<file path="config.mk">
export PLATFORM = sky130hd
export DESIGN_NAME = ifetch_unit
export DESIGN_NICKNAME = d
export VERILOG_FILES = /design/src/rtl/ifetch_unit.sv
export SDC_FILE = /design/constraint.sdc
export NUM_CORES = 1
export LEC_CHECK = 0
export BUFFER_PORTS_ARGS = -buffer_cell sky130_fd_sc_hd__buf_2
export CORE_UTILIZATION = 49
export CTS_CLUSTER_SIZE = 25
export DETAILED_ROUTE_END_ITERATION = 6
export GPL_TIMING_DRIVEN = 0
export PLACE_DENSITY = 0.84
export SETUP_SLACK_MARGIN = 0.5
export SKIP_CTS_REPAIR_TIMING = 1
export SLEW_MARGIN = 20
export SYNTH_ARGS = -nofsm -noshare
export SYNTH_HDL_FRONTEND = slang
export SYNTH_SLANG_ARGS = --single-unit
export TNS_END_PERCENT = 20
</file>
<file path="constraint.sdc">
create_clock -name clk -period 1.9 [get_ports clk]
set_input_delay 0.19 -clock clk [delete_from_list [all_inputs] [get_ports clk]]
set_output_delay 0.19 -clock clk [all_outputs]
set_load 0.05 [all_outputs]
</file>
<file path="src/rtl/ifetch_unit.sv">
// rtl/ifetch_unit.sv - MIPS instruction-fetch stage: PC, req/ack fetch FSM, one-entry skid, IF/ID register
// Redirects honour one delay slot: the in-flight or already-skidded fetch completes before the target.
module ifetch_unit #(
  parameter logic [31:0] RESET_PC = 32'h0000_0000
) (
  input  logic        clk,
  input  logic        resetn,
  input  logic        wpcir,
  input  logic [1:0]  pcsource,
  input  logic [31:0] bpc,
  input  logic [31:0] da,
  input  logic [31:0] jpc,
  output logic        imem_req,
  output logic [31:0] imem_addr,
  input  logic        imem_ack,
  input  logic [31:0] imem_rdata,
  output logic [31:0] inst,
  output logic [31:0] dpc4,
  output logic        inst_valid
);

  typedef enum logic {FETCH, HOLD} state_t;

  state_t      state;
  logic [31:0] pc;
  logic [31:0] sk_inst;
  logic [31:0] sk_pc4;
  logic        sk_v;
  logic        redir_pend;
  logic [31:0] redir_pc;

  logic        ack_v;
  logic        redir_acc;
  logic [31:0] target;
  logic [31:0] pc4;

  assign imem_addr = pc;
  assign pc4       = pc + 32'd4;
  // An ack with no request outstanding is spurious and ignored.
  assign ack_v     = imem_ack & imem_req;
  assign redir_acc = inst_valid & ~wpcir & (pcsource != 2'b00);

  always_comb begin
    target = jpc;
    case (pcsource)
      2'b01:   target = bpc;
      2'b10:   target = da;
      default: target = jpc;
    endcase
  end

  always_ff @(posedge clk or negedge resetn) begin
    if (!resetn) begin
      state      <= FETCH;
      pc         <= RESET_PC;
      sk_inst    <= 32'd0;
      sk_pc4     <= 32'd0;
      sk_v       <= 1'b0;
      redir_pend <= 1'b0;
      redir_pc   <= 32'd0;
      imem_req   <= 1'b0;
      inst       <= 32'd0;
      dpc4       <= 32'd0;
      inst_valid <= 1'b0;
    end else begin
      // Delay slot already fetched (ack now or sitting in skid): jump immediately.
      if (redir_acc && (ack_v || sk_v)) begin
        pc         <= target;
        redir_pend <= 1'b0;
      end else if (redir_acc) begin
        redir_pend <= 1'b1;
        redir_pc   <= target;
      end else if (ack_v) begin
        if (redir_pend) begin
          pc         <= redir_pc;
          redir_pend <= 1'b0;
        end else begin
          pc <= pc4;
        end
      end

      case (state)
        FETCH: begin
          if (ack_v && wpcir) begin
            sk_inst  <= imem_rdata;
            sk_pc4   <= pc4;
            sk_v     <= 1'b1;
            state    <= HOLD;
            imem_req <= 1'b0;
          end else begin
            imem_req <= 1'b1;
            if (!wpcir) begin
              if (ack_v) begin
                inst       <= imem_rdata;
                dpc4       <= pc4;
                inst_valid <= 1'b1;
              end else begin
                inst       <= 32'd0;
                inst_valid <= 1'b0;
              end
            end
          end
        end
        HOLD: begin
          if (!wpcir) begin
            inst       <= sk_inst;
            dpc4       <= sk_pc4;
            inst_valid <= 1'b1;
            sk_v       <= 1'b0;
            state      <= FETCH;
            imem_req   <= 1'b1;
          end
        end
        default: state <= FETCH;
      endcase
    end
  end

endmodule

</file>
* After elaboration in Yosys (flattened, before gate mapping)
Cells that the tools add are included.
W data, S select, Z words.
** Cells by class
- $lt $le $gt $ge :: 0
- Shift-type cells :: 0
- Multiply operators :: 0
- Equality and inequality tests :: 8
- Add/sub/neg operators :: 1
- Bitwise gates (word level) :: 6
- Reductions and logical operators :: 12
- Mux-type cells :: 31
- Div/mod/pow operators :: 0
** Operator list (count)
- $mux W32 :: 12
- $pmux W32 S2 :: 3
- $add A32 B3 Y32 const B :: 1
- $mux W1 :: 12
- $ne A2 B2 Y1 const B :: 5
- $pmux W1 S2 :: 4
- $reduce_and A2 Y1 :: 4
- $reduce_and A4 Y1 :: 1
- $reduce_bool A2 Y1 :: 2
- $and A1 B1 Y1 :: 3
- $not A1 Y1 :: 3
- $reduce_and A3 Y1 :: 1
- $reduce_bool A3 Y1 :: 1
- $eq A2 B1 Y1 const B :: 1
- $eq A2 B2 Y1 const B :: 1
- $logic_and A1 B1 Y1 :: 2
- $ne A2 B1 Y1 const B :: 1
- $logic_or A1 B1 Y1 :: 1
** Word-level totals
- Memories :: 0
- Output and inout bits :: 98
- Bits in latches :: 0
- Memory bits (writable) :: 0
- Register bits after elaboration :: 197
- Word-level logic and storage cells :: 69
- Bits of input ports :: 134
- Memory bits (read-only) :: 0

* Logic depth before layout (Yosys ltp)
Gate-level depths: netlist of run 1.
- Word-level depth :: 6
- Depth in mapped cells :: 10
- Mapped depth without buffers :: 7

* Worst setup path after synthesis of run 1
OpenSTA, ideal clock, no wires.
- Path type :: register to register
- Start :: register pc[2], in the netlist imem_addr[2]
- End :: register pc[26], in the netlist imem_addr[26]
- Arrival time :: 2.184 ns
- Setup time :: 0.104 ns
- Buffers on the path :: 0
- Period minus slack after synthesis :: 2.288 ns
- Cell stages (with the launch flop) :: 7
- Setup slack :: -0.388 ns
- Data required time :: 1.796 ns
- Cells stage by stage :: dfrtp_1 > ha_1 > nand4_1 > nor3_2 > nand4_1 > xor2_1 > a221oi_1
** On the way
- Word-level cells in the longest chain between the ends :: 5
** Ends and longest elaborated chain
- from (decl) :: RTL line 25 : logic [31:0] pc;
- from (signal assigned) :: RTL line 68 : pc <= target;
- from (signal assigned) :: RTL line 75 : pc <= redir_pc;
- from (signal assigned) :: RTL line 78 : pc <= pc4;
- $add A32 B3 Y32 :: RTL line 38 : assign pc4 = pc + 32'd4;
- $mux W32 :: RTL line 74 : if (redir_pend) begin
- $mux W32 :: RTL line 73 : end else if (ack_v) begin
- $mux W32 :: RTL line 70 : end else if (redir_acc) begin
- $mux W32 :: RTL line 67 : if (redir_acc && (ack_v || sk_v)) begin
Every way passes these cells. The select of a mux whose other input is x is not followed.
A chain may end at the register's enable or synchronous reset.

* Worst setup path after layout of run 1
- Start :: register pc[2], in the netlist imem_addr[2]
- End :: register pc[14], in the netlist imem_addr[14]
Same word-level chain as after synthesis.

==> summary.txt, run 1 <==
Power
  • Lkg Pwr: 6.36 nW
  • VDD IR-drop max: 722 uV
  • Pwr/cell area: 1360 mW/mm^2

Worst hold path
  • Worst hold-check path type: input pin to register

STA
  • RSZ-0062 raised after global routing: true
  • Fin. Hold Viols: 0
  • Max-slew violation count: 0
  • Setup TNS: -2540 ps
  • Max-slew headroom: 0.413
  • Setup Skew: 14.1 ps
  • Min Tclk post-route: 2130 ps
  • Fmax achieved: 0.469 GHz
  • Hold slack: 2.90 ps
  • Setup ws final: -231 ps
  • Tcrit/Tclk final: 1.12
  • Slew @ Worst Pin: 881 ps
  • Final setup viols: 31

Logic synthesis
  • Most common flop cell mapped by yosys: dfrtp_1
  • Mapped Area: 0.00979 mm^2
  • Synth Area per Inst: 9.68 um^2
  • Largest area contributor in the netlist: dfrtp_1
  • Top-area cell type share of the netlist area: 0.504
  • Synth cell types: 58
  • Number of synthesized flops with an enable pin: 0
  • Synth top cells by count: dfrtp_1, nand2_1, o21ai_0
  • Share of flip-flops with an asynchronous set or reset: 1.00
  • YS warnings: 0
  • Area contributors post-synth: dfrtp_1, o21ai_0, mux2_2
  • FF+latch count, synth: 197
  • Most frequent cell after synthesis: dfrtp_1
  • Sequential-to-total area share from yosys stat: 0.504
  • Mapped Nets: 1149
  • Post-Synthesis Cells: 1011

Global route
  • Gr usage total: 0.294
  • Initial antenna violation count: 0
  • Largest net degree at the start of global routing: 88
  • First-pass GRT wire length: 46000 um
  • Vias in the first global route: 8735
  • Total congestion overflow: 0

Floorplan
  • Initial core utilization: 0.501
  • Core footprint: 0.0195 mm^2
  • # IOs: 232
  • DIE AREA: 0.0205 mm^2
  • Chip height: 143 um
  • Die Width: 143 um
  • FP Rows: 51

Route
  • Wire per inst: 20.6 um
  • Vias: 9684
  • Drt initial violations: 758
  • Via density: 6.08
  • DRT antenna net count: 0
  • DR pass1 iterations: 6
  • # DRC: 0
  • Drt total wl: 32800 um

Critical path
  • Worst reg2reg path depth: 8
  • FF-to-FF setup slack: -230 ps
  • Crit path DAT: 2450 ps
  • Crit end category: register
  • Critical Path Start Type: register
  • Crit Path Max Fanout: 6
  • Worst setup endpoint: imem_addr[14]
  • Crit path from: imem_addr[2]
  • Capturing point of the worst reg2reg path: imem_addr[14]
  • Setup CP Type: register to register
  • Critical R2R Launch: imem_addr[2]
  • Crit path required time: 2220 ps

Run
  • Max Cap Viol: 0

Finish
  • # nets final: 1454
  • Syn-to-layout area delta: 36.0%
  • ANT cells: 0
  • Share of layout cells above drive strength 1: 0.375

Clock tree
  • Clk pin slew, worst setup/hold paths: 90 ps
  • TritonCTS clock tree: yes
  • Clk buf depth: 2
  • H-tree depth: 4
  • Clock sink count: 197
  • CTS buffer count: 17
  • CTS Root Cell: clkbuf_16
  • Clk_lat worst skew: 450 ps

Placement
  • Place WS: -611 ps
  • IO Port Bufs: 231
  • Placer Congestion: 0.920
  • Post-DP HPWL: 22200 um

Status
  • Outcome: finished, violations left
  • Failing checks: setup timing
how the worst min path moves through the flow:
stage,start,to,slack (ps),cells past startpoint
2_1_floorplan,resetn,dpc4[0],-110,0
3_3_place_gp,imem_rdata[16],sk_inst[16],440,2
3_5_place_dp,resetn,dpc4[22],80,1
4_1_cts,resetn,dpc4[22],-370,1
5_1_grt,imem_rdata[29],sk_inst[29],1,2
6_report,imem_rdata[15],sk_inst[15],3,2
kinds of logic after synthesis:
kind of cell | share of synthesized area
DFF | 0.504
buffers and inverters | 0.0376
adders and majority gates | 0.00511
and+or+nand+nor | 0.147
AOI/OAI and AO/OA | 0.198
xor gates and xnor gates | 0.0215
muxes | 0.0872
power by group:
part | switching [mW] | leakage, nW | internal (mW)
logic | 5.03 | 3.64 | 2.62
registers | 1.24 | 2.42 | 5.64
clock network | 1.85 | 0.295 | 1.79
state kept, by name, summed over array words and instances (netlist names):
| name | cells |
|---|---|
| dpc4 | 32 |
| imem_addr | 32 |
| imem_req | 1 |
| inst | 32 |
| inst_valid | 1 |
| redir_pc | 32 |
| redir_pend | 1 |
| sk_inst | 32 |
| sk_pc4 | 32 |
| sk_v | 1 |
| state | 1 |
area by class of cell:
cell class                 count  area (um^2)
inverter                      13         52.6
clock inverter                15          178
tap                          265          332
fill                        1400         6220
multi-input combinational    722         5000
buffer                        79          519
sequential                   197         4960
clock buffer                  17          425
timing repair buffer         286         1830
cells in the final DEF (no fill, tap or decap), types with 6 or more instances in the layout:
cell,instances
a21oi_1,34
buf_12,7
nand4_1,11
inv_1,10
mux2_2,13
xor2_2,9
o21ai_0,118
dlygate4sd3_1,22
clkbuf_16,17
clkbuf_1,21
and3_1,22
nand3_1,15
nor2_1,38
a22oi_1,54
buf_4,31
mux2i_1,29
buf_6,21
clkbuf_4,9
buf_8,6
clkbuf_2,24
xnor2_2,6
o211ai_1,7
o21ai_1,31
a22o_1,12
nand2_1,143
dfrtp_2,28
mux2_4,37
dfrtp_1,169
a31oi_1,11
buf_2,220
nor3_1,15
a211oi_1,8
critical path: stages (launching register included):
cell and delay (ps):
dfrtp_2 420, ha_2 240, nand4_1 120, buf_4 200, buf_4 160, nor3_4 200
xnor2_2 170, o21ai_0 130, a221o_1 360
stage by stage:
step | instance area, um^2 | utilization | std cells | power (mW)
final | 13300 | 0.681 | 1594 | 18.1
after CTS | 12000 | 0.614 | 1541 | 16.9
after global routing | 13300 | 0.681 | 1594 | 18.9
after floorplan | 9830 | - | 1011 | 11.2
after detailed placement | 11400 | 0.583 | 1509 | 13.3
after global placement | 11300 | 0.580 | 1507 | 13.0
routing by layer:
| layer | share of wire | global-route usage | wire (um) |
|---|---|---|---|
| met2 | 0.49 | 0.501 | 16200 |
| met4 | 0.034 | 0.102 | 1120 |
| met1 | 0.38 | 0.374 | 12600 |
| met3 | 0.088 | 0.0593 | 2880 |
| met5 | 0 | 0 | 0 |
(Power assumes the default switching activity.)
==> run 2, diff against run 1 <==
Settings changed: CORE_UTILIZATION 49 to 51, CTS_BUF_LIST from default to sky130_fd_sc_hd__clkbuf_4 sky130_fd_sc_hd__clkbuf_8, CTS_CLUSTER_SIZE 25 to default, PLACE_DENSITY 0.84 to 0.86.
==> summary.txt, run 2 (synthesized netlist as in run 1, its figures left out) <==
STA
  • Final setup viols: 55
  • Min Tclk post-route: 2130 ps
  • Slew @ Worst Pin: 767 ps
  • Fin. Hold Viols: 95
  • Hold slack: -307 ps
  • Max-slew violation count: 0
  • Max-slew headroom: 0.488
  • Setup ws final: -230 ps
  • Tcrit/Tclk final: 1.12
  • RSZ-0062 raised after global routing: true
  • Setup Skew: 15.1 ps
  • Fmax achieved: 0.469 GHz

Run
  • Max Cap Viol: 0

Critical path
  • Crit Path Max Fanout: 7
  • Crit path DAT: 2500 ps
  • Critical path, cell by cell: ha_4, nand4_1, buf_6, nor3_4, buf_4, nand2_1, xor2_2, o211ai_1
  • Capturing point of the worst reg2reg path: imem_addr[18]
  • Critical Path Start Type: register
  • Bufs and invs on worst path: 2
  • Worst path slowest cell: dfrtp_2
  • Crit end category: register
  • CP top delay family: simple AND/OR/NAND/NOR gates
  • Worst path max stage delay: 480 ps
  • FF-to-FF setup slack: -230 ps
  • Critical R2R Launch: imem_addr[2]
  • Worst reg2reg path depth: 8
  • Setup CP Type: register to register
  • Crit path required time: 2270 ps

Clock tree
  • CTS buffer count: 17
  • Clk_lat worst skew: 490 ps
  • CTS Root Cell: clkbuf_8
  • H-tree depth: 4
  • Clock sink count: 197
  • Clk buf depth: 2
  • Clk pin slew, worst setup/hold paths: 110 ps
  • TritonCTS clock tree: yes

Status
  • Failing checks: hold timing, setup timing
  • Outcome: finished, violations left

Route
  • Vias: 9591
  • DR pass1 iterations: 5
  • Met3 wire len: 2780 um
  • # DRC: 0
  • DRT antenna net count: 0
  • Wire per inst: 20.1 um
  • M1 WL: 12100 um
  • Drt initial violations: 803
  • Met2 WL: 15800 um
  • Top Metal Used: met4
  • Via density: 6.06
  • Drt total wl: 31800 um

Power
  • Net switching fraction of the power: 0.463
  • P_sw: 7.85 mW
  • Pwr/cell area: 1310 mW/mm^2
  • Pint: 9.10 mW
  • Sequential Power Share: 0.400
  • Lkg Pwr: 6.03 nW
  • Gate power share: 0.431
  • Clk pwr share: 0.170
  • VDD IR-drop max: 572 uV
  • Pwr Total: 16.9 mW

Floorplan
  • Initial core utilization: 0.521
  • Die Width: 141 um
  • DIE AREA: 0.0197 mm^2
  • Chip height: 141 um
  • Core footprint: 0.0188 mm^2
  • # IOs: 232
  • FP Rows: 50

Global route
  • First-pass GRT wire length: 45700 um
  • Vias in the first global route: 8744
  • Total congestion overflow: 0
  • Gr usage total: 0.300
  • Initial antenna violation count: 1
  • Largest net degree at the start of global routing: 103

Finish
  • Most common cell after layout, fill and taps aside: buf_2
  • Syn-to-layout area delta: 32.1%
  • Commonest non-fill, non-tap cells in the layout: buf_2, dfrtp_1, nand2_1
  • Final instance area: 0.0129 mm^2
  • # nets final: 1473
  • Share of layout cells above drive strength 1: 0.363

Placement
  • Post-DP HPWL: 21800 um
  • IO Port Bufs: 231
  • Placer Congestion: 0.910
  • Post-Place Cell Area: 0.0113 mm^2

Worst hold path
  • Worst hold-check path type: input pin to async pin
==> run 2: per-layer routing <==
metal / track usage / vias to the layer above
met5: 0 / -
met4: 0.108 / 0
met3: 0.0653 / 101
met2: 0.507 / 602
met1: 0.379 / 4583
li1: - / 4305
==> run 2: cell type report <==
type | count | area [um^2]
plain buffers | 79 | 452
multi-input cells | 722 | 4860
repair buffers | 305 | 1880
clock inverters | 15 | 205
clock buffers | 17 | 234
inverters | 13 | 48.8
diodes | 1 | 2.50
well taps | 234 | 293
flip-flops and latches | 197 | 4960
fillers | 1338 | 5840
==> run 2: per-stage QoR <==
stage	setup TNS (ps)	worst slack (ps)	hold WS, ps	util	cells
after floorplan	-1320	-118	-106	-	1011
after global placement	-565590	-2940	439	0.601	1476
after detailed placement	-54530	-594	269	0.603	1477
after CTS	-49470	-566	-263	0.627	1509
after global routing	-8240	-241	-241	0.689	1583
final	-4030	-230	-307	0.689	1583
==> run 2: worst max path at each step <==
stage                             from             to  slack, ps  depth (start not counted)
after floorplan           imem_addr[2]  imem_addr[23]       -120                          5
after global placement          resetn   imem_addr[8]      -2940                          1
after detailed placement   pcsource[0]  imem_addr[27]       -590                         10
after CTS                        state      sk_pc4[8]       -570                          6
after global routing      imem_addr[2]  imem_addr[18]       -240                          8
final                     imem_addr[2]  imem_addr[18]       -230                          8
==> run 2: power groups by stage <==
stage / Sequential (mW) / Clock, mW / Combinational [mW]
after floorplan: 8.76 / 0 / 2.45
after global placement: 6.68 / 0 / 6.34
after detailed placement: 6.78 / 0 / 6.49
after CTS: 6.69 / 2.89 / 6.51
after global routing: 6.94 / 3.05 / 7.72
final: 6.77 / 2.87 / 7.30
==> run 3, diff against run 2 <==
Settings changed: ABC_AREA from default to 1.
==> summary.txt, run 3 <==
Status
  • Outcome: finished, violations left
  • Failing checks: hold timing

Logic synthesis
  • Most frequent cell after synthesis: nand2_1
  • Synth cell types: 38
  • Top-area cell type share of the netlist area: 0.488
  • Area contributors post-synth: dfrtp_1, nand2_1, nor2_1
  • Sequential-to-total area share from yosys stat: 0.488
  • Mapped Area: 0.0101 mm^2
  • Post-Synthesis Cells: 1326
  • Number of synthesized flops with an enable pin: 0
  • Synth Area per Inst: 7.63 um^2
  • Most common flop cell mapped by yosys: dfrtp_1
  • YS warnings: 0
  • Synth top cells by count: nand2_1, dfrtp_1, nor2_1
  • Largest area contributor in the netlist: dfrtp_1
  • Share of flip-flops with an asynchronous set or reset: 1.00
  • Mapped Nets: 1464
  • FF+latch count, synth: 197

Clock tree
  • Clk_lat worst skew: 480 ps
  • TritonCTS clock tree: yes
  • CTS Root Cell: clkbuf_8
  • Clk buf depth: 2
  • CTS buffer count: 17
  • Clk pin slew, worst setup/hold paths: 100 ps
  • Clock sink count: 197
  • H-tree depth: 4

Floorplan
  • Initial core utilization: 0.520
  • DIE AREA: 0.0204 mm^2
  • Core footprint: 0.0195 mm^2
  • # IOs: 232
  • Chip height: 143 um
  • FP Rows: 51
  • Die Width: 143 um

Critical path
  • Worst path slowest cell: dfrtp_2
  • Setup CP Type: register to register
  • Worst reg2reg path depth: 11
  • Worst path max stage delay: 460 ps
  • CP Depth: 11
  • Crit path required time: 2260 ps
  • Capturing point of the worst reg2reg path: imem_addr[26]
  • CP top delay family: simple AND/OR/NAND/NOR gates
  • FF-to-FF setup slack: 170 ps
  • Crit Path Max Fanout: 7
  • Critical Path Start Type: register
  • Crit end category: register
  • Bufs and invs on worst path: 2
  • Critical path, cell by cell: ha_4, nand2_4, nor2_4, nand2_4, buf_6, inv_4, nand2_2, nand2_2, nand3_1, nand2_1, a21oi_1
  • Crit path DAT: 2090 ps
  • Critical R2R Launch: imem_addr[2]

Route
  • Wire per inst: 16.4 um
  • Drt total wl: 31400 um
  • DRT antenna net count: 0
  • Drt initial violations: 850
  • # DRC: 0
  • DR pass1 iterations: 5
  • Vias: 10348
  • Via density: 5.40

STA
  • Slew @ Worst Pin: 563 ps
  • Setup ws final: 171 ps
  • Fin. Hold Viols: 60
  • Setup Skew: 15.8 ps
  • Final setup viols: 0
  • Hold slack: -387 ps
  • Min Tclk post-route: 1730 ps
  • RSZ-0062 raised after global routing: true
  • Tcrit/Tclk final: 0.910
  • Setup TNS: 0 ps
  • Fmax achieved: 0.578 GHz
  • Max-slew violation count: 0
  • Max-slew headroom: 0.625

Global route
  • Largest net degree at the start of global routing: 77
  • First-pass GRT wire length: 46900 um
  • Vias in the first global route: 9419
  • Initial antenna violation count: 1
  • Total congestion overflow: 0
  • Gr usage total: 0.296

Power
  • Net switching fraction of the power: 0.477
  • Clk pwr share: 0.153
  • Pwr/cell area: 1310 mW/mm^2
  • Pint: 9.03 mW
  • Lkg Pwr: 6.59 nW
  • Gate power share: 0.457
  • VDD IR-drop max: 554 uV
  • Pwr Total: 17.3 mW
  • P_sw: 8.23 mW
  • Sequential Power Share: 0.390

Worst hold path
  • Worst hold-check path type: input pin to async pin

Finish
  • Filler cells: 1503
  • Post-Layout Cell Count: 1918
  • ANT cells: 0
  • Final instance area: 0.0132 mm^2
  • Fin util: 0.677
  • Commonest non-fill, non-tap cells in the layout: nand2_1, buf_2, dfrtp_1
  • Most common cell after layout, fill and taps aside: nand2_1
  • Sequential cell area: 0.00496 mm^2
  • Area occupied by multi-input gates: 0.00468 mm^2
  • # nets final: 1779
  • Share of layout cells above drive strength 1: 0.286
  • Syn-to-layout area delta: 30.2%

Placement
  • Placer Congestion: 0.920
  • Post-Place Cell Area: 0.0117 mm^2
  • Placed cells: 1823
  • Place WS: 38.2 ps
  • Post-DP HPWL: 22300 um
  • IO Port Bufs: 230

Run
  • Max Cap Viol: 0
-- run 3: worst register-to-register path: cells and delay by family (launching register included) --
kind,cells,cell delay [ps]
AO/OA/AOI/OAI,1,70
AND/OR/NAND/NOR,7,680
adder cells (fa/ha/maj),1,180
buffers and inverters,2,220
flip-flops,1,460
-- run 3: worst max path at each step --
stage	startpoint	to	slack, ps
4_1_cts	state	sk_inst[11]	120
3_3_place_gp	resetn	imem_addr[24]	-2960
2_1_floorplan	imem_addr[2]	dpc4[12]	260
5_1_grt	imem_addr[9]	imem_addr[14]	50
6_report	imem_addr[2]	imem_addr[26]	170
3_5_place_dp	pcsource[0]	imem_addr[17]	40
-- run 3: kinds of logic (layout without fill, tap and decap cells) --
group	count (synthesis)	in the layout	synth area share
compound gates	280	280	0.158
xor+xnor	9	9	0.00854
fa+ha+maj	4	4	0.00495
buf+inv	190	517	0.0766
flops	197	197	0.488
simple gates	646	646	0.265
-- run 3: power groups by stage --
stage	registers [mW]	clock network (mW)	logic, mW
5_1_grt	6.88	2.80	8.53
3_5_place_dp	6.73	0	7.10
4_1_cts	6.66	2.64	7.13
3_3_place_gp	6.69	0	6.93
6_report	6.73	2.64	7.89
2_1_floorplan	8.74	0	2.95
-- run 3: per-layer routing --
metal  GRT usage  wire (um)  part of all wire  vias to the layer above
met5           0         12           0.00038                        -
met4      0.0945        762             0.024                        2
met3      0.0570       2460             0.078                       74
met2       0.511      15500              0.49                      502
met1       0.375      12600              0.40                     4874
li1            -          -                 -                     4896
-- run 3: area by class of cell --
type | instances | area share
Inverter | 117 | 0.0346
Clock inverter | 9 | 0.00722
Timing Repair Buffer | 296 | 0.143
Clock buffer | 22 | 0.0206
Tap cell | 265 | 0.0252
Multi-Input combinational cell | 939 | 0.356
Sequential cell | 197 | 0.377
Buffer | 73 | 0.0374
